### src/rtl/dual_issue_fetch_buffer.sv
// Circular instruction queue that presents its two oldest entries as an issue pair
// to dual-issue decode, retiring one or two per cycle and dropping all on redirect.
module dual_issue_fetch_buffer #(
    parameter int els_p         = 4,
    parameter int instr_width_p = 32,
    parameter int pc_width_p    = 22
) (
    input  logic                                clk_i,
    input  logic                                reset_n_i,
    input  logic                                v_i,
    input  logic [instr_width_p-1:0]            instr_i,
    input  logic [pc_width_p-1:0]               pc_i,
    output logic                                ready_o,
    input  logic                                flush_i,
    output logic [1:0]                          v_o,
    output logic [1:0][instr_width_p-1:0]       instr_o,
    output logic [1:0][pc_width_p-1:0]          pc_o,
    input  logic                                yumi_i,
    input  logic                                single_issue_i,
    output logic [$clog2(els_p+1)-1:0]          count_o
);
    localparam int PTR_W = $clog2(els_p);
    localparam int CNT_W = $clog2(els_p + 1);
    localparam logic [CNT_W-1:0]         FULL = CNT_W'(els_p);
    localparam logic [instr_width_p-1:0] NOP  = instr_width_p'(32'h0000_0013);

    logic [instr_width_p-1:0] r_instr_mem [els_p];
    logic [pc_width_p-1:0]    r_pc_mem    [els_p];
    logic [PTR_W-1:0]         r_rd_ptr;
    logic [PTR_W-1:0]         r_wr_ptr;
    logic [CNT_W-1:0]         r_count;

    logic                     w_enq;
    logic [1:0]               w_pop_n;
    logic [1:0]               w_v;
    logic [PTR_W-1:0]         w_rd_ptr1;
    logic [CNT_W-1:0]         w_count_next;

    // Acceptance looks only at registered occupancy, so a full buffer refuses
    // an enqueue even when decode frees entries on the same edge.
    assign ready_o   = reset_n_i & (r_count < FULL);
    assign w_enq     = v_i & ready_o & ~flush_i;
    assign w_v[0]    = (r_count >= CNT_W'(1));
    assign w_v[1]    = (r_count >= CNT_W'(2));
    assign w_rd_ptr1 = r_rd_ptr + PTR_W'(1);

    assign v_o        = w_v;
    assign count_o    = r_count;
    assign instr_o[0] = w_v[0] ? r_instr_mem[r_rd_ptr]  : NOP;
    assign instr_o[1] = w_v[1] ? r_instr_mem[w_rd_ptr1] : NOP;
    assign pc_o[0]    = w_v[0] ? r_pc_mem[r_rd_ptr]     : '0;
    assign pc_o[1]    = w_v[1] ? r_pc_mem[w_rd_ptr1]    : '0;

    always_comb begin
        w_pop_n = 2'd0;
        if (yumi_i && w_v[0]) begin
            w_pop_n = (single_issue_i || !w_v[1]) ? 2'd1 : 2'd2;
        end
    end

    assign w_count_next = r_count + CNT_W'(w_enq) - CNT_W'(w_pop_n);

    always_ff @(posedge clk_i or negedge reset_n_i) begin
        if (!reset_n_i) begin
            r_rd_ptr <= '0;
            r_wr_ptr <= '0;
            r_count  <= '0;
        end else if (flush_i) begin
            r_rd_ptr <= '0;
            r_wr_ptr <= '0;
            r_count  <= '0;
        end else begin
            r_rd_ptr <= r_rd_ptr + PTR_W'(w_pop_n);
            if (w_enq) begin
                r_wr_ptr <= r_wr_ptr + PTR_W'(1);
            end
            r_count <= w_count_next;
        end
    end

    // Storage is data only; its contents are masked by v_o until written.
    always_ff @(posedge clk_i) begin
        if (w_enq) begin
            r_instr_mem[r_wr_ptr] <= instr_i;
            r_pc_mem[r_wr_ptr]    <= pc_i;
        end
    end

    a_count_bound: assert property (@(posedge clk_i) disable iff (!reset_n_i)
        r_count <= FULL);
    a_enq_ready: assert property (@(posedge clk_i) disable iff (!reset_n_i)
        w_enq |-> (r_count < FULL));
    a_pop_le_count: assert property (@(posedge clk_i) disable iff (!reset_n_i)
        CNT_W'(w_pop_n) <= r_count);

endmodule

### config.mk
export PLATFORM = sky130hd
export DESIGN_NAME = dual_issue_fetch_buffer
export DESIGN_NICKNAME = d
export VERILOG_FILES = /design/src/rtl/dual_issue_fetch_buffer.sv
export SDC_FILE = /design/constraint.sdc
export NUM_CORES = 1
export LEC_CHECK = 0
export ABC_CLOCK_PERIOD_IN_PS = 3600
export CAP_MARGIN = 20
export CORE_ASPECT_RATIO = 0.9
export CORE_MARGIN = 2
export CORE_UTILIZATION = 30
export CTS_BUF_LIST = sky130_fd_sc_hd__clkbuf_16
export CTS_CLUSTER_DIAMETER = 60
export DETAILED_ROUTE_END_ITERATION = 10
export GPL_TIMING_DRIVEN = 0
export SLEW_MARGIN = 20
export SYNTH_ARGS = -nofsm -noshare
export SYNTH_HDL_FRONTEND = slang
export SYNTH_SLANG_ARGS = --single-unit
### constraint.sdc
create_clock -name clk_i -period 3.6 [get_ports clk_i]
set_input_delay 0.36 -clock clk_i [delete_from_list [all_inputs] [get_ports clk_i]]
set_output_delay 0.36 -clock clk_i [all_outputs]
set_load 0.01 [all_outputs]
; Yosys cells after proc, flatten, opt, wreduce, memory -nomap -nowiden
; Memory sizes are Yosys's and may differ from the RTL's.
; Cells that the tools add are included.
[totals]
reg_bits = 7
latch_bits = 0
mem_bits_rw = 216
mem_bits_ro = 0
in_bits = 60
output_inout_bits = 114
word_cells = 33
n_memories = 2
[classes]
n_addsub = 5
n_mul = 0
n_div = 0
n_lt_le_gt_ge = 3
n_eq_ne = 0
shifts = 0
mux = 12
bitwise = 4
reduce_logical = 4
[mem_list]
columns = name, depth, word_bits, read_ports, rd_ports_with_merged_regs, wr, line_no
row1 = r_instr_mem, 4, 32, 2, 0, 1, 27  ; logic [instr_width_p-1:0] r_instr_mem [els_p];
row2 = r_pc_mem, 4, 22, 2, 0, 1, 28  ; logic [pc_width_p-1:0] r_pc_mem [els_p];
[op_table]
columns = cell, n
row1 = 32-bit 2-to-1 mux, 2
row2 = 22-bit 2-to-1 mux, 2
row3 = 2-bit 2-to-1 mux, 5
row4 = 2-bit by 1-bit adder with 2-bit output (second input constant), 2
row5 = 3-bit by 1-bit adder with 3-bit output, 1
row6 = 1-bit AND, 3
row7 = 3-bit by 1-bit greater-or-equal comparator with 1-bit output (second input constant), 1
row8 = 3-bit by 2-bit greater-or-equal comparator with 1-bit output (second input constant), 1
row9 = 3-bit less-than comparator (second input constant), 1
row10 = 3-bit 2-to-1 mux, 1
row11 = 3-bit by 2-bit subtractor with 3-bit output, 1
row12 = 2-bit adder, 1
row13 = 1-bit 2-to-1 mux, 2
row14 = 2-bit nonzero test, 1
row15 = 1-bit logical AND, 1
row16 = 1-bit logical NOT, 1
row17 = 1-bit logical OR, 1
row18 = 1-bit inverter, 1

; Depth between registers and ports, before layout
[logic_depth]
depth_word = 7
ltp_mapped = 10

; Least setup slack after synthesis
; No wires, ideal clock.
[synth_path]
kind = register to register
startpoint = register r_count[2] (netlist: count_o[2])
endpoint = memory r_instr_mem[0][0], enable pin
setup_ps = 417
t_arrival_ps = 2273
required_time_ps = 3183
slack_ps = 910
stages_incl_launch_ff = 4
path_buffers = 0
synth_period_minus_slack_ps = 2690
path_cell_list = dfrtp_1 -> nand3b_1 -> nor2_1 -> and2_1
[synth_via]
elab_chain_len = 6
[synth_rtl]
columns = element, line_no
row1 = from (decl), 31  ; logic [CNT_W-1:0] r_count;
row2 = from (signal assigned), 77  ; r_count <= w_count_next;
row3 = 3-bit less-than comparator, 41  ; assign ready_o = reset_n_i & (r_count < FULL);
row4 = 1-bit AND, 41
row5 = 1-bit AND (2 in series), 42  ; assign w_enq = v_i & ready_o & ~flush_i;
row6 = 1-bit 2-to-1 mux, 83  ; if (w_enq) begin
row7 = 1-bit 2-to-1 mux (implied by the code), 84  ; r_instr_mem[r_wr_ptr] <= instr_i;
row8 = to (decl), 27
; No other way between the ends.

==> results by group <==
Setup path
  • Crit path launch: count_o[2]
  • Reg2Reg Depth: 10
  • Worst reg2reg endpoint: count_o[2]
  • Worst EP arrival: 2960 ps
  • Worst path max stage delay: 590 ps
  • Crit-path cells: nor2_2 > inv_1 > nor2_4 > clkbuf_2 > or2_1 > clkdlybuf4s50_1
  • R2R Setup Slk: 930 ps
  • Critical Path Source Type: register
  • Kind of critical path: register to primary output
  • Worst EP required: 3240 ps
  • Slowest CP cell: clkdlybuf4s50_1
  • Critical-path maximum fanout: 10
  • Reg2reg start: count_o[2]
  • Worst setup EP type: primary output
  • Critical Path Sink: instr_o[1]

Yosys
  • Top post-synthesis cells by count: 216 x edfxtp_1, 108 x mux4_2, 55 x and2_1, 39 x nor2b_1, 16 x and2b_1
  • Most frequent cell after synthesis: edfxtp_1
  • Async set-or-reset flop fraction in the synthesized netlist: 0.0314
  • Synth Area in Simple Gates: 0.0781
  • Post-synth top flop: edfxtp_1
  • Post-synthesis adder-cell area fraction: 0.0105
  • Unique masters post-synth: 28
  • Largest family of logic cells by synthesized area: multiplexers
  • Mapped Avg Cell Area: 19.9 µm²
  • EDFF count, synth: 216
  • Compound-Gate Fraction of Synth Area: 0.00182
  • Xor/xnor cell area share of the yosys netlist: 0.00425
  • Area leader, netlist: edfxtp_1
  • Synth warn: 0
  • Mux share of post-synthesis cell area: 0.237
  • Mapped Cells: 518
  • Seq cells post-synth: 223
  • Share of the synthesized area in the top cell type: 0.630
  • Sequential element share of the synthesized area: 0.647
  • Mapped Area: 0.0103 mm²
  • Top cells by area, synth: edfxtp_1 63%, mux4_2 24%, and2_1 3.3%
  • Syn nets: 586

Place
  • Dpl cells: 1157
  • RePlAce Congestion: 0.686
  • Port Buffers: 173
  • Placement Setup Slack: 120 ps
  • Hpwl dp: 16800 µm

Floorplanning
  • Row count: 64
  • Die Ht: 180 µm
  • Core area: 0.0339 mm²
  • Die area: 0.0358 mm²
  • Die X: 199 µm
  • Top-level I/O count: 174
  • Starting density of the core: 0.304

CTS
  • TritonCTS clock tree: yes
  • Cts bufs inserted: 25
  • Max clock buf depth: 3
  • H-tree levels: 1
  • Buffer count from post-CTS setup fixing: 0
  • Clk slew on worst S/H paths: 60 ps
  • CTS root buf: clkbuf_16
  • Clk_lat worst skew: 520 ps
  • Clock sinks: 223

Global route
  • Met3 global-route usage: 0.0296
  • Initial antenna violation count: 0
  • Gr usage total: 0.145
  • GR peak layer: met2
  • Number of global-route vias before repair: 6201
  • Gr ovfl total: 0
  • GR Util met1: 0.197
  • Met2 usage: 0.242
  • Global-route wire length before repair: 38600 µm
  • Largest net degree at the start of global routing: 40

STA
  • Actual slew at the worst max-slew pin: 755 ps
  • Final setup viols: 0
  • Fmax: 301 MHz
  • Pins Over Slew Limit: 0
  • Setup TNS: 0 ps
  • Max-slew headroom: 0.497
  • Period utilisation layout: 0.923
  • RSZ-0062 raised after global routing: no
  • Hold Violations, Final: 0
  • Worst setup margin: 276 ps
  • Clock Skews: 7.69 ps
  • Tmin final: 3320 ps

Worst hold path
  • Hold/Removal Path Class: input pin to asynchronous set/reset pin

Finish
  • Layout area overhead: 32.6%
  • Fraction of layout cells with a size suffix above 1: 0.247
  • ANT cells: 0
  • Fin nets: 790
  • Final Core Density: 0.403
  • Finished Layout Cells: 1202

Run status
  • Status: completed

Drt
  • Routed Wire Length: 25900 µm
  • Iteration-0 DRC Markers: 344
  • Vias: 5815
  • Via/cell ratio: 4.84
  • WL/cell: 21.5 µm
  • Drt drc: 0
  • Detailed Routing Iterations Pass 1: 5
  • Post-DRT Antenna Nets: 0

Power
  • Pwr Density: 671 mW/mm²
  • P_leak: 4.38 nW
  • Max VDD drop: 301 µV

Job
  • Max Cap Viol: 0
-- per-layer routing --
| metal | routed length [µm] | vias up | part of all wire |
|---|---|---|---|
| met2 | 12700 | 198 | 0.49 |
| met3 | 1580 | 28 | 0.061 |
| met1 | 11100 | 3083 | 0.43 |
| met5 | 0 | - | 0 |
| met4 | 460 | 0 | 0.018 |
| li1 | - | 2506 | - |
-- cells by family after synthesis --
family,Yosys count
compound gates,3
xor+xnor,5
fa+ha+maj,8
buf+inv,42
flops,223
mux,109
simple gates,128
-- state kept, by name, indices dropped and copies added (netlist names) --
register and flops:
count_o 3, r_instr_mem 128, r_pc_mem 88, r_wr_ptr 2, r_rd_ptr 2
-- how the worst min path moves through the flow --
stage                  end         from  cells after the start
3_5_place_dp   r_wr_ptr[1]  r_wr_ptr[1]                      2
6_report        count_o[0]    reset_n_i                      1
4_1_cts         count_o[2]    reset_n_i                      1
3_3_place_gp   r_wr_ptr[1]  r_wr_ptr[1]                      2
5_1_grt         count_o[0]    reset_n_i                      1
2_1_floorplan   count_o[0]    reset_n_i                      0
-- report_power, final --
part	switching [W]	internal, W
Combinational	0.00158	0.00184
Clock	0.00101	0.00177
Sequential	0.0000437	0.00292
Total	0.00263	0.00653
-- critical path: cells and delay by family (launching register included) --
family | cells | cell delay [ps]
flip-flops | 1 | 460
buffers and inverters | 3 | 1130
AND/OR/NAND/NOR | 3 | 850
-- timing repair --
| action | 4_1_cts | 5_1_grt |
|---|---|---|
| gates resized for setup | 7 | 1 |
| pin swaps | 0 | 0 |
| endpoints found under the hold margin | 0 | 0 |
| hold buffers | 0 | 0 |
| setup endpoints to repair | 52 | 2 |
-- metrics by stage --
stage / cell area [µm²] / total power (W) / hold WS [ps]
global placement: 12600 / 0.00650 / 585
CTS: 13600 / 0.00933 / 115
finish: 13700 / 0.00916 / 131
global route: 13700 / 0.00960 / 148
detailed placement: 12700 / 0.00651 / 592
floorplan: 10300 / 0.00478 / 64.4
-- cell type report --
class | count | area [µm²]
Clock inverter | 20 | 285
Buffer | 35 | 199
Timing Repair Buffer | 177 | 1840
Tap cell | 462 | 578
Clock buffer | 25 | 626
Fill cell | 3061 | 20200
Inverter | 7 | 26.3
Multi-Input combinational cell | 253 | 3430
Sequential cell | 223 | 6660
-- cell usage in the layout (no fill, tap or decap), drive strengths merged, types with 2 or more instances in the layout --
cell	n
edfxtp	216
clkdlybuf4s50	173
mux4	108
and2	55
clkbuf	40
nor2b	39
buf	24
and2b	16
inv	11
ha	7
bufinv	7
dfrtp	7
nor2	7
or2	6
clkinv	5
clkinvlp	4
xor2	3
xnor2	2
Power figures use the tool's default switching activity.
